--- config.mk ---
export PLATFORM = sky130hd
export DESIGN_NAME = usb_tx_flat
export DESIGN_NICKNAME = d
export VERILOG_FILES = /design/src/rtl/usb_tx_if.sv /design/src/rtl/usb_tx.sv /design/src/flat_wrapper.sv
export SDC_FILE = /design/constraint.sdc
export NUM_CORES = 1
export LEC_CHECK = 0
export ABC_AREA = 1
export CAP_MARGIN = 20
export CORE_MARGIN = 3
export CORE_UTILIZATION = 38
export DETAILED_ROUTE_END_ITERATION = 8
export SYNTH_ARGS = -nofsm -noshare
export SYNTH_HDL_FRONTEND = slang
export SYNTH_SLANG_ARGS = --single-unit
--- constraint.sdc ---
create_clock -name clk -period 2.15 [get_ports clk]
set_clock_uncertainty 0.1 [all_clocks]
set_input_delay 0.43 -clock clk [delete_from_list [all_inputs] [get_ports clk]]
set_output_delay 0.43 -clock clk [all_outputs]
set_load 0.005 [all_outputs]
--- src/rtl/usb_tx_if.sv ---
// Bundle of request, FIFO and line signals between the protocol controller and usb_tx.
// The master modport drives requests and FIFO data; the slave modport is the transmitter.
interface usb_tx_if;
   logic [2:0] tx_packet;
   logic [6:0] buffer_occupancy;
   logic [7:0] tx_packet_data;
   logic       get_tx_packet_data;
   logic       tx_transfer_active;
   logic       tx_error;
   logic       d_plus;
   logic       d_minus;

   modport master (
      output tx_packet, buffer_occupancy, tx_packet_data,
      input  get_tx_packet_data, tx_transfer_active, tx_error, d_plus, d_minus
   );

   modport slave (
      input  tx_packet, buffer_occupancy, tx_packet_data,
      output get_tx_packet_data, tx_transfer_active, tx_error, d_plus, d_minus
   );
endinterface

--- src/rtl/usb_tx.sv ---
// USB full-speed transmitter: SYNC, PID, optional DATA0 payload + CRC16, NRZI, bit stuffing, EOP.
// Latency: first SYNC bit on the clock after the request is sampled; every bit lasts CLKS_PER_BIT clocks.
// Backpressure: none; FIFO head is popped once per payload byte. Macro USB_TX_ERR_CHK_EN enables tx_error.
module usb_tx #(
   parameter int CLKS_PER_BIT = 8,
   parameter int MAX_PAYLOAD  = 64
) (
   input  logic   clk,
   input  logic   n_rst,
   usb_tx_if.slave bus
);
   localparam int CW = (CLKS_PER_BIT > 1) ? $clog2(CLKS_PER_BIT) : 1;
   localparam logic [CW-1:0] CLK_LAST = CW'(CLKS_PER_BIT - 1);

   localparam logic [2:0] IDLE    = 3'd0;
   localparam logic [2:0] SYNC    = 3'd1;
   localparam logic [2:0] PID     = 3'd2;
   localparam logic [2:0] PAYLOAD = 3'd3;
   localparam logic [2:0] CRC     = 3'd4;
   localparam logic [2:0] EOP     = 3'd5;

   localparam logic [7:0] SYNC_BYTE = 8'h80;

   logic [2:0]    state_q, state_d;
   logic [CW-1:0] clk_cnt_q, clk_cnt_d;
   logic [3:0]    bit_cnt_q, bit_cnt_d;
   logic [2:0]    ones_q, ones_d;
   logic [7:0]    byte_q, byte_d;
   logic [7:0]    pid_q, pid_d;
   logic          data0_q, data0_d;
   logic [6:0]    count_q, count_d;
   logic [15:0]   crc_q, crc_d;
   logic          line_q, line_d;
   logic          se0_q, se0_d;
   logic          get_q, get_d;

   logic       dbit, send, upd_crc, load;
   logic [3:0] nbit;

   always_comb begin
      state_d   = state_q;
      clk_cnt_d = clk_cnt_q;
      bit_cnt_d = bit_cnt_q;
      ones_d    = ones_q;
      byte_d    = byte_q;
      pid_d     = pid_q;
      data0_d   = data0_q;
      count_d   = count_q;
      crc_d     = crc_q;
      line_d    = line_q;
      se0_d     = se0_q;
      get_d     = 1'b0;
      dbit      = 1'b0;
      send      = 1'b0;
      upd_crc   = 1'b0;
      load      = 1'b0;
      nbit      = bit_cnt_q + 4'd1;

      if (state_q == IDLE) begin
         if (bus.tx_packet >= 3'd1 && bus.tx_packet <= 3'd4) begin
            state_d   = SYNC;
            clk_cnt_d = '0;
            bit_cnt_d = 4'd0;
            ones_d    = 3'd0;
            line_d    = ~line_q;
            se0_d     = 1'b0;
            crc_d     = 16'hFFFF;
            data0_d   = (bus.tx_packet == 3'd1);
            count_d   = 7'd0;
            case (bus.tx_packet)
               3'd1: begin
                  pid_d   = 8'hC3;
                  count_d = (bus.buffer_occupancy > 7'(MAX_PAYLOAD)) ? 7'(MAX_PAYLOAD)
                                                                     : bus.buffer_occupancy;
               end
               3'd2:    pid_d = 8'hD2;
               3'd3:    pid_d = 8'h5A;
               default: pid_d = 8'h1E;
            endcase
         end
      end else if (clk_cnt_q != CLK_LAST) begin
         clk_cnt_d = clk_cnt_q + 1'b1;
      end else begin
         clk_cnt_d = '0;
         // A stuffed zero holds the field position so CRC and byte counting never see it.
         if (state_q != EOP && ones_q == 3'd6) begin
            send = 1'b1;
            dbit = 1'b0;
         end else begin
            case (state_q)
               SYNC: begin
                  send = 1'b1;
                  if (bit_cnt_q != 4'd7) begin
                     bit_cnt_d = nbit;
                     dbit      = SYNC_BYTE[nbit[2:0]];
                  end else begin
                     state_d   = PID;
                     bit_cnt_d = 4'd0;
                     dbit      = pid_q[0];
                  end
               end
               PID: begin
                  send = 1'b1;
                  if (bit_cnt_q != 4'd7) begin
                     bit_cnt_d = nbit;
                     dbit      = pid_q[nbit[2:0]];
                  end else if (!data0_q) begin
                     state_d   = EOP;
                     bit_cnt_d = 4'd0;
                     send      = 1'b0;
                  end else if (count_q != 7'd0) begin
                     load = 1'b1;
                  end else begin
                     state_d   = CRC;
                     bit_cnt_d = 4'd0;
                     dbit      = ~crc_q[15];
                  end
               end
               PAYLOAD: begin
                  send = 1'b1;
                  if (bit_cnt_q != 4'd7) begin
                     bit_cnt_d = nbit;
                     dbit      = byte_q[nbit[2:0]];
                     upd_crc   = 1'b1;
                  end else if (count_q != 7'd0) begin
                     load = 1'b1;
                  end else begin
                     state_d   = CRC;
                     bit_cnt_d = 4'd0;
                     dbit      = ~crc_q[15];
                  end
               end
               CRC: begin
                  send = 1'b1;
                  if (bit_cnt_q != 4'd15) begin
                     bit_cnt_d = nbit;
                     dbit      = ~crc_q[4'd15 - nbit];
                  end else begin
                     state_d   = EOP;
                     bit_cnt_d = 4'd0;
                     send      = 1'b0;
                  end
               end
               EOP: begin
                  if (bit_cnt_q != 4'd2) bit_cnt_d = nbit;
                  else                   state_d   = IDLE;
               end
               default: state_d = IDLE;
            endcase
         end

         // Head byte is captured as its first bit goes out; the pop lands at the end of that clock.
         if (load) begin
            state_d   = PAYLOAD;
            bit_cnt_d = 4'd0;
            byte_d    = bus.tx_packet_data;
            count_d   = count_q - 7'd1;
            get_d     = 1'b1;
            dbit      = bus.tx_packet_data[0];
            upd_crc   = 1'b1;
         end

         if (send) begin
            line_d = dbit ? line_q : ~line_q;
            ones_d = dbit ? ones_q + 3'd1 : 3'd0;
            se0_d  = 1'b0;
         end
         if (state_d == EOP) begin
            se0_d  = (bit_cnt_d != 4'd2);
            line_d = 1'b1;
         end
         if (upd_crc) begin
            crc_d = {crc_q[14:0], 1'b0} ^ ((dbit ^ crc_q[15]) ? 16'h8005 : 16'h0000);
         end
      end
   end

   always_ff @(posedge clk or negedge n_rst) begin
      if (!n_rst) begin
         state_q   <= IDLE;
         clk_cnt_q <= '0;
         bit_cnt_q <= 4'd0;
         ones_q    <= 3'd0;
         byte_q    <= 8'h00;
         pid_q     <= 8'h00;
         data0_q   <= 1'b0;
         count_q   <= 7'd0;
         crc_q     <= 16'hFFFF;
         line_q    <= 1'b1;
         se0_q     <= 1'b0;
         get_q     <= 1'b0;
      end else begin
         state_q   <= state_d;
         clk_cnt_q <= clk_cnt_d;
         bit_cnt_q <= bit_cnt_d;
         ones_q    <= ones_d;
         byte_q    <= byte_d;
         pid_q     <= pid_d;
         data0_q   <= data0_d;
         count_q   <= count_d;
         crc_q     <= crc_d;
         line_q    <= line_d;
         se0_q     <= se0_d;
         get_q     <= get_d;
      end
   end

   assign bus.d_plus             = ~se0_q & line_q;
   assign bus.d_minus            = ~se0_q & ~line_q;
   assign bus.get_tx_packet_data = get_q;
   assign bus.tx_transfer_active = (state_q != IDLE);

`ifdef USB_TX_ERR_CHK_EN
   logic err_q;

   always_ff @(posedge clk or negedge n_rst) begin
      if (!n_rst) err_q <= 1'b0;
      else        err_q <= (state_q == IDLE) ? (bus.tx_packet > 3'd4) : (bus.tx_packet != 3'd0);
   end

   assign bus.tx_error = err_q;
`else
   assign bus.tx_error = 1'b0;
`endif
endmodule

--- src/flat_wrapper.sv ---
// flat-port wrapper written by rule: the top's interface ports become plain ports
module usb_tx_flat 
#(
   parameter int CLKS_PER_BIT = 8,
   parameter int MAX_PAYLOAD  = 64
)
  (clk, n_rst, bus_tx_packet, bus_buffer_occupancy, bus_tx_packet_data, bus_get_tx_packet_data, bus_tx_transfer_active, bus_tx_error, bus_d_plus, bus_d_minus);
  usb_tx_if bus_i ();
  input  logic clk;
  input  logic n_rst;
  input wire logic [$bits(bus_i.tx_packet)-1:0] bus_tx_packet;
  input wire logic [$bits(bus_i.buffer_occupancy)-1:0] bus_buffer_occupancy;
  input wire logic [$bits(bus_i.tx_packet_data)-1:0] bus_tx_packet_data;
  output wire logic [$bits(bus_i.get_tx_packet_data)-1:0] bus_get_tx_packet_data;
  output wire logic [$bits(bus_i.tx_transfer_active)-1:0] bus_tx_transfer_active;
  output wire logic [$bits(bus_i.tx_error)-1:0] bus_tx_error;
  output wire logic [$bits(bus_i.d_plus)-1:0] bus_d_plus;
  output wire logic [$bits(bus_i.d_minus)-1:0] bus_d_minus;
  assign bus_i.tx_packet = bus_tx_packet;
  assign bus_i.buffer_occupancy = bus_buffer_occupancy;
  assign bus_i.tx_packet_data = bus_tx_packet_data;
  assign bus_get_tx_packet_data = bus_i.get_tx_packet_data;
  assign bus_tx_transfer_active = bus_i.tx_transfer_active;
  assign bus_tx_error = bus_i.tx_error;
  assign bus_d_plus = bus_i.d_plus;
  assign bus_d_minus = bus_i.d_minus;
  usb_tx #(.CLKS_PER_BIT(CLKS_PER_BIT), .MAX_PAYLOAD(MAX_PAYLOAD)) u_core (.clk(clk), .n_rst(n_rst), .bus(bus_i));
endmodule
==> results.json, run 1 <==
{
  "critPathTopFamily": "simple AND/OR/NAND/NOR gates",
  "die_y_um": 101,
  "area_growth_pct": 33.0,
  "p_int_uw": 2730,
  "ys_ff_latch": 55,
  "register_area_um2": 1400,
  "nNetsFinal": 542,
  "track_usage_pct": 17.1,
  "p_sw_uw": 2000,
  "hold_path.class": "flip-flop to flip-flop",
  "hpwl_um": 6280,
  "multi_input_area_um2": 1900,
  "violations": "negative setup slack",
  "postRouteWirelength_um": 8590,
  "p_seq_share_pct": 32.7,
  "overflow": 0,
  "layout_min_cycle_time_ns": 2.24,
  "finalHoldViolations": 0,
  "port_buffers": 23,
  "path_max_fanout": 7,
  "synth_edf_count": 0,
  "start_util_pct": 39.3,
  "status": "finished with violations",
  "synth_async_sr_flop_share_pct": 100,
  "fin_util_pct": 52.3,
  "drive_above_1_share_pct": 34.5,
  "path_common_cell": "nand2_4",
  "routabilityCongestion": 0.917,
  "first_global_vias": 3035,
  "worst-path-buf-inv": 5,
  "placed_cells": 595,
  "clock_latency_ns": 0.32,
  "final_cell_mix": "nand2_1, inv_1, buf_4, nand3_1, dfrtp_1",
  "antenna_found_initial": 0,
  "clkPwrFrac_pct": 12.6,
  "drc": 0,
  "crit_arrival_ns": 2.39,
  "cts_tree": "built",
  "grt_first_pass_wirelength_um": 14300,
  "instances_no_fill": 624,
  "pwr-share-comb_pct": 54.7,
  "tns_ns": -0.818,
  "fin_area_um2": 4600,
  "routed_via_density": 5.06,
  "synth_nets": 460,
  "die_x_um": 101,
  "syn_avg_cell_area_um2": 8.00,
  "rows": 34,
  "maxCapViolations": 0,
  "dp_slack_ns": -0.164,
  "drv_slew": 0,
  "grt_start_max_net_pins": 38,
  "ant_nets": 0,
  "syn_inst": 433,
  "cts_buffers": 5,
  "fmax_mhz": 447,
  "io_pins": 25,
  "via_count": 3156,
  "clkTransAtPathRegs_ns": 0.11,
  "critical_path_class": "flip-flop to flip-flop",
  "start_kind": "flip-flop",
  "endpoint_kind": "flip-flop",
  "ir_drop_mv": 0.467,
  "wire_per_inst_um": 13.8,
  "fillers": 822,
  "p_sw_share_pct": 42.3,
  "synth_warnings": 0,
  "p_leak_uw": 0.00217,
  "yosysTopAreaCell": "dfrtp_1",
  "syn_area_um2": 3460,
  "core_area_um2": 8810,
  "max_stage_delay_ns": 0.46,
  "clock_sinks": 55,
  "synth_cell_types": 47,
  "yosys-top-cells-area": "dfrtp_1, dfstp_2, nand2_1, inv_1, nand3_1",
  "n_antenna_cell": 0,
  "fin_crit_sh_pct": 104,
  "cts.path.max_buffers": 2,
  "cp_slowest_cell": "dfrtp_2",
  "finalSetupViolations": 18,
  "die-area_um2": 10300,
  "cp_cell_sequence": "ha_4 -> nand2_4 -> buf_6 -> nor2_8 -> nand2_2 -> nand2_2 -> nand2_4 -> nand2_4 -> nor2_8 -> clkinv_4 -> o311ai_4 -> nand2_4 -> inv_4 -> nand2_8 -> clkinv_8 -> buf_12 -> a22oi_2",
  "rsz0062_at_grt": "true",
  "synth_ff_type": "dfrtp_1",
  "cts_root_buffer": "clkbuf_8",
  "required_ns": 2.30,
  "setup_slack_ns": -0.0884,
  "dpl-instance-area_um2": 4090,
  "power_density_nw_per_um2": 1030,
  "htreeDepth": 2,
  "firstDrtPassIters": 4,
  "ys_seq_area_share_pct": 40.4,
  "drt_iter0_drc": 122,
  "final_common_cell": "nand2_1",
  "yosysTopAreaCellShare_pct": 27.5
}
==> power groups by stage <==
stage	clock [µW]	sequential, µW	combinational, µW
4_1_cts	629	1530	2340
6_report	598	1550	2590
2_1_floorplan	0	1480	1520
3_5_place_dp	0	1540	2160
3_3_place_gp	0	1530	2130
5_1_grt	667	1580	2880
==> worst register-to-register path: stages (launching register included) <==
cell,delay (ns)
dfrtp_2,0.46
ha_4,0.17
nand2_4,0.05
buf_6,0.13
nor2_8,0.11
nand2_2,0.06
nand2_2,0.08
nand2_4,0.07
nand2_4,0.10
nor2_8,0.04
clkinv_4,0.09
o311ai_4,0.10
nand2_4,0.12
inv_4,0.06
nand2_8,0.08
clkinv_8,0.07
buf_12,0.13
a22oi_2,0.14
==> flip-flops by register name, summed over array words and instances, names as in the netlist, 3 cells and up <==
| signal | cells |
|---|---|
| u_core.ones_q | 3 |
| u_core.byte_q | 8 |
| u_core.bit_cnt_q | 4 |
| u_core.state_q | 3 |
| u_core.crc_q | 16 |
| u_core.count_q | 7 |
| u_core.pid_q | 7 |
| u_core.clk_cnt_q | 3 |
==> per-layer routing <==
metal	vias to the layer above	track usage (%)	wire, µm
met2	48	28.9	4270
li1	1598	-	-
met5	-	0	0
met3	9	2.07	240
met1	1501	23.3	3980
met4	0	4.29	100
==> per-stage QoR <==
stage / hold WS, ns / total power (µW)
final: 0.360 / 4730
after detailed placement: 0.320 / 3700
after CTS: 0.364 / 4490
after global routing: 0.401 / 5130
after floorplan: 0.0344 / 3000
after global placement: 0.310 / 3660
==> cells in the mapped netlist (all sizes together) (5+ instances only) <==
cell type  number
nand2         102
inv            71
nand3          45
dfrtp          38
nor2           36
o21ai          32
a21oi          18
dfstp          17
a22oi          14
buf            11
o211ai          8
ha              7
nand4           5
o22ai           5
==> final timing paths <==
kind | startpoint | slack, ns | endpoint | cells after the start
max in group asynchronous | n_rst | 0.85 | u_core.crc_q[13] | 3
max | u_core.bit_cnt_q[1] | -0.09 | u_core.crc_q[4] | 17
min | u_core.pid_q[1] | 0.36 | u_core.pid_q[1] | 2
max reg2reg | u_core.bit_cnt_q[1] | -0.09 | u_core.crc_q[4] | 17
min in group asynchronous | n_rst | 0.50 | u_core.ones_q[1] | 2
min reg2reg | u_core.pid_q[1] | 0.36 | u_core.pid_q[1] | 2
==> area by class of cell <==
type	count	area share, %
Inverter	71	6.36
Sequential cell	55	30.5
Multi-Input combinational cell	296	41.2
Clock inverter	2	0.326
Clock buffer	6	1.58
Tap cell	108	2.93
Timing Repair inverter	1	0.353
Timing Repair Buffer	85	16.8
==> what timing repair did <==
item | 4_1_cts | 5_1_grt
setup buffers | 12 | 7
pin swaps | 7 | 22
endpoints found under the setup margin | 10 | 35
endpoints found under the hold margin | 10 | 0
gates resized for setup | 18 | 47
gates cloned | 0 | 2
hold buffers | 1 | 0
==> cells by family (layout without fill, tap and decap cells) <==
group | count (synthesis) | count (layout) | synth area share, %
simple gates | 195 | 196 | 27.9
compound gates | 88 | 88 | 17.6
buf+inv | 83 | 165 | 10.5
flops | 55 | 55 | 40.4
fa+ha+maj | 7 | 7 | 2.53
xor+xnor | 4 | 4 | 1.01
other cells | 1 | 1 | 0.108
(Power assumes the default switching activity.)
==> run 2: changes to the inputs <==
REMOVE_ABC_BUFFERS = 1   (was default)
==> results.json, run 2 (same netlist as run 1, synthesis figures left out) <==
{
  "max_stage_delay_ns": 0.44,
  "crit_arrival_ns": 2.31,
  "clkPwrFrac_pct": 13.3,
  "ir_drop_mv": 0.490,
  "start_kind": "flip-flop",
  "final_cell_mix": "nand2_1, inv_1, buf_4, nand3_1, dfrtp_1",
  "fmax_mhz": 454,
  "rows": 34,
  "die_x_um": 101,
  "path_max_fanout": 13,
  "path_common_cell": "nand3_1",
  "overflow": 0,
  "critPathTopFamily": "simple AND/OR/NAND/NOR gates",
  "pwr-share-comb_pct": 52.7,
  "p_total_uw": 4520,
  "instances_no_fill": 622,
  "htreeDepth": 2,
  "drv_slew": 0,
  "grt.met2_usage_pct": 30.0,
  "p_int_uw": 2630,
  "worst_slew_pin_slew_ns": 0.621,
  "placed_cells": 591,
  "hold_path.class": "primary input to asynchronous set/reset pin",
  "track_usage_pct": 17.0,
  "p_leak_uw": 0.00216,
  "setup_slack_ns": -0.0518,
  "postRouteWirelength_um": 8390,
  "cp_slowest_cell": "dfrtp_1",
  "largest_register": "u_core.crc_q",
  "power_density_nw_per_um2": 995,
  "reg2reg_depth": 14,
  "first_global_vias": 3093,
  "io_pins": 25,
  "drc": 0,
  "worst-path-buf-inv": 4,
  "required_ns": 2.26,
  "finalHoldViolations": 0,
  "cp_cell_sequence": "buf_4 -> buf_4 -> buf_6 -> nand3_1 -> xor2_2 -> nand3_1 -> nand3_1 -> nand3_1 -> nand2_2 -> nand2_4 -> nand3_4 -> nor2_1 -> a21oi_1 -> inv_1",
  "fin_crit_sh_pct": 102,
  "clock_latency_ns": 0.32,
  "routabilityCongestion": 0.949,
  "core_area_um2": 8810,
  "nNetsFinal": 540,
  "busiest_layer": "met2",
  "wire_per_inst_um": 13.5,
  "status": "finished with violations",
  "p_seq_share_pct": 34.0,
  "reg2reg_to": "u_core.ones_q[2]",
  "die-area_um2": 10300,
  "worst_r2r_startpoint": "u_core.bit_cnt_q[0]",
  "area_growth_pct": 31.2,
  "slew_headroom_pct": 58.6,
  "cts.path.max_buffers": 2,
  "n_antenna_cell": 0,
  "p_sw_uw": 1890,
  "port_buffers": 23,
  "endpoint_kind": "flip-flop",
  "violations": "negative setup slack",
  "finalSetupViolations": 14,
  "rsz0062_at_grt": "true",
  "cts_buffers": 5,
  "use_met1_pct": 21.6,
  "drive_above_1_share_pct": 32.9,
  "critical_path_class": "flip-flop to flip-flop",
  "ant_nets": 0,
  "cts_root_buffer": "clkbuf_8",
  "ff2ff_setup_slack_ns": -0.05,
  "firstDrtPassIters": 4,
  "fin_area_um2": 4540,
  "via_count": 3120,
  "clock_sinks": 55,
  "p_sw_share_pct": 41.9,
  "antenna_found_initial": 0,
  "grt_util_met3_pct": 3.10,
  "grt_first_pass_wirelength_um": 14200,
  "routed_via_density": 5.02,
  "maxCapViolations": 0,
  "dpl-instance-area_um2": 4060,
  "drt_iter0_drc": 118,
  "hpwl_um": 6110,
  "layout_min_cycle_time_ns": 2.20,
  "clkTransAtPathRegs_ns": 0.10,
  "die_y_um": 101,
  "grt_start_max_net_pins": 27,
  "top_regs": "u_core.crc_q: 16 flops, u_core.byte_q: 8 flops",
  "largest_reg_flops": 16,
  "fin_util_pct": 51.6,
  "start_util_pct": 39.3,
  "final_common_cell": "nand2_1",
  "cts_tree": "built"
}
## run 2: cell types whose count changed in the layout (fill, tap and decap cells not counted), moves of 2 or more
cell	before	now
clkinv_8	2	0
nand2_2	14	10
nand3_2	5	2
buf_4	50	52
a21oi_1	10	12
nand2_1	81	84
a21oi_2	7	5
inv_8	0	2
nand3_1	40	42
buf_6	6	4
nand2_4	7	9
## run 2: power by group through the flow
stage | Sequential (µW) | Clock (µW) | Combinational (µW)
3_3_place_gp | 1530 | 0 | 2040
4_1_cts | 1520 | 629 | 2210
5_1_grt | 1570 | 667 | 2670
3_5_place_dp | 1540 | 0 | 2070
2_1_floorplan | 1520 | 0 | 1360
6_report | 1540 | 601 | 2380
## run 2: routing by layer
| metal | up-vias | wire, µm |
|---|---|---|
| li1 | 1580 | - |
| met1 | 1468 | 3780 |
| met2 | 53 | 4170 |
| met3 | 19 | 259 |
| met4 | 0 | 179 |
| met5 | - | 0 |
## run 2: worst max-delay path by stage
stage / start / end / slack (ns) / cells after the start
final: u_core.bit_cnt_q[0] / u_core.ones_q[2] / -0.05 / 14
after global routing: u_core.bit_cnt_q[0] / u_core.crc_q[2] / -0.21 / 16
after CTS: u_core.bit_cnt_q[0] / u_core.crc_q[0] / -0.02 / 17
after detailed placement: u_core.bit_cnt_q[1] / u_core.ones_q[2] / -0.14 / 15
after global placement: u_core.bit_cnt_q[1] / u_core.ones_q[2] / -0.11 / 15
after floorplan: u_core.bit_cnt_q[0] / u_core.ones_q[2] / -0.55 / 15
## run 2: final cells by class
class / instances / area (µm²)
Fill cell: 818 / 4260
Sequential cell: 55 / 1400
Clock buffer: 5 / 68.8
Tap cell: 108 / 135
Multi-Input combinational cell: 296 / 1870
Clock inverter: 3 / 23.8
Timing Repair Buffer: 84 / 756
Inverter: 71 / 289
## run 2: metrics by stage
step                worst slack, ns  hold WS (ns)  setup TNS, ns
floorplan                    -0.550        0.0344          -8.67
global placement             -0.112         0.335         -0.320
global route                 -0.215        0.0447          -3.63
detailed placement           -0.140         0.349         -0.651
finish                      -0.0518        0.0210         -0.541
CTS                         -0.0216        0.0317        -0.0954
## run 2: timing repair
| item | 4_1_cts | 5_1_grt |
|---|---|---|
| gates cloned | 0 | 1 |
| setup endpoints to repair | 9 | 36 |
| resized for setup | 16 | 39 |
| buffers inserted | 13 | 9 |
| pin swaps | 1 | 11 |
| hold buffers | 0 | 0 |
## run 2: worst register-to-register path, delay by kind of cell, from the launching register on
family                    cells  cell delay, ns
AOI/OAI and AO/OA             1            0.11
xor gates and xnor gates      1            0.20
DFF                           1            0.44
and+or+nand+nor               8            0.77
buffers and inverters         4            0.47
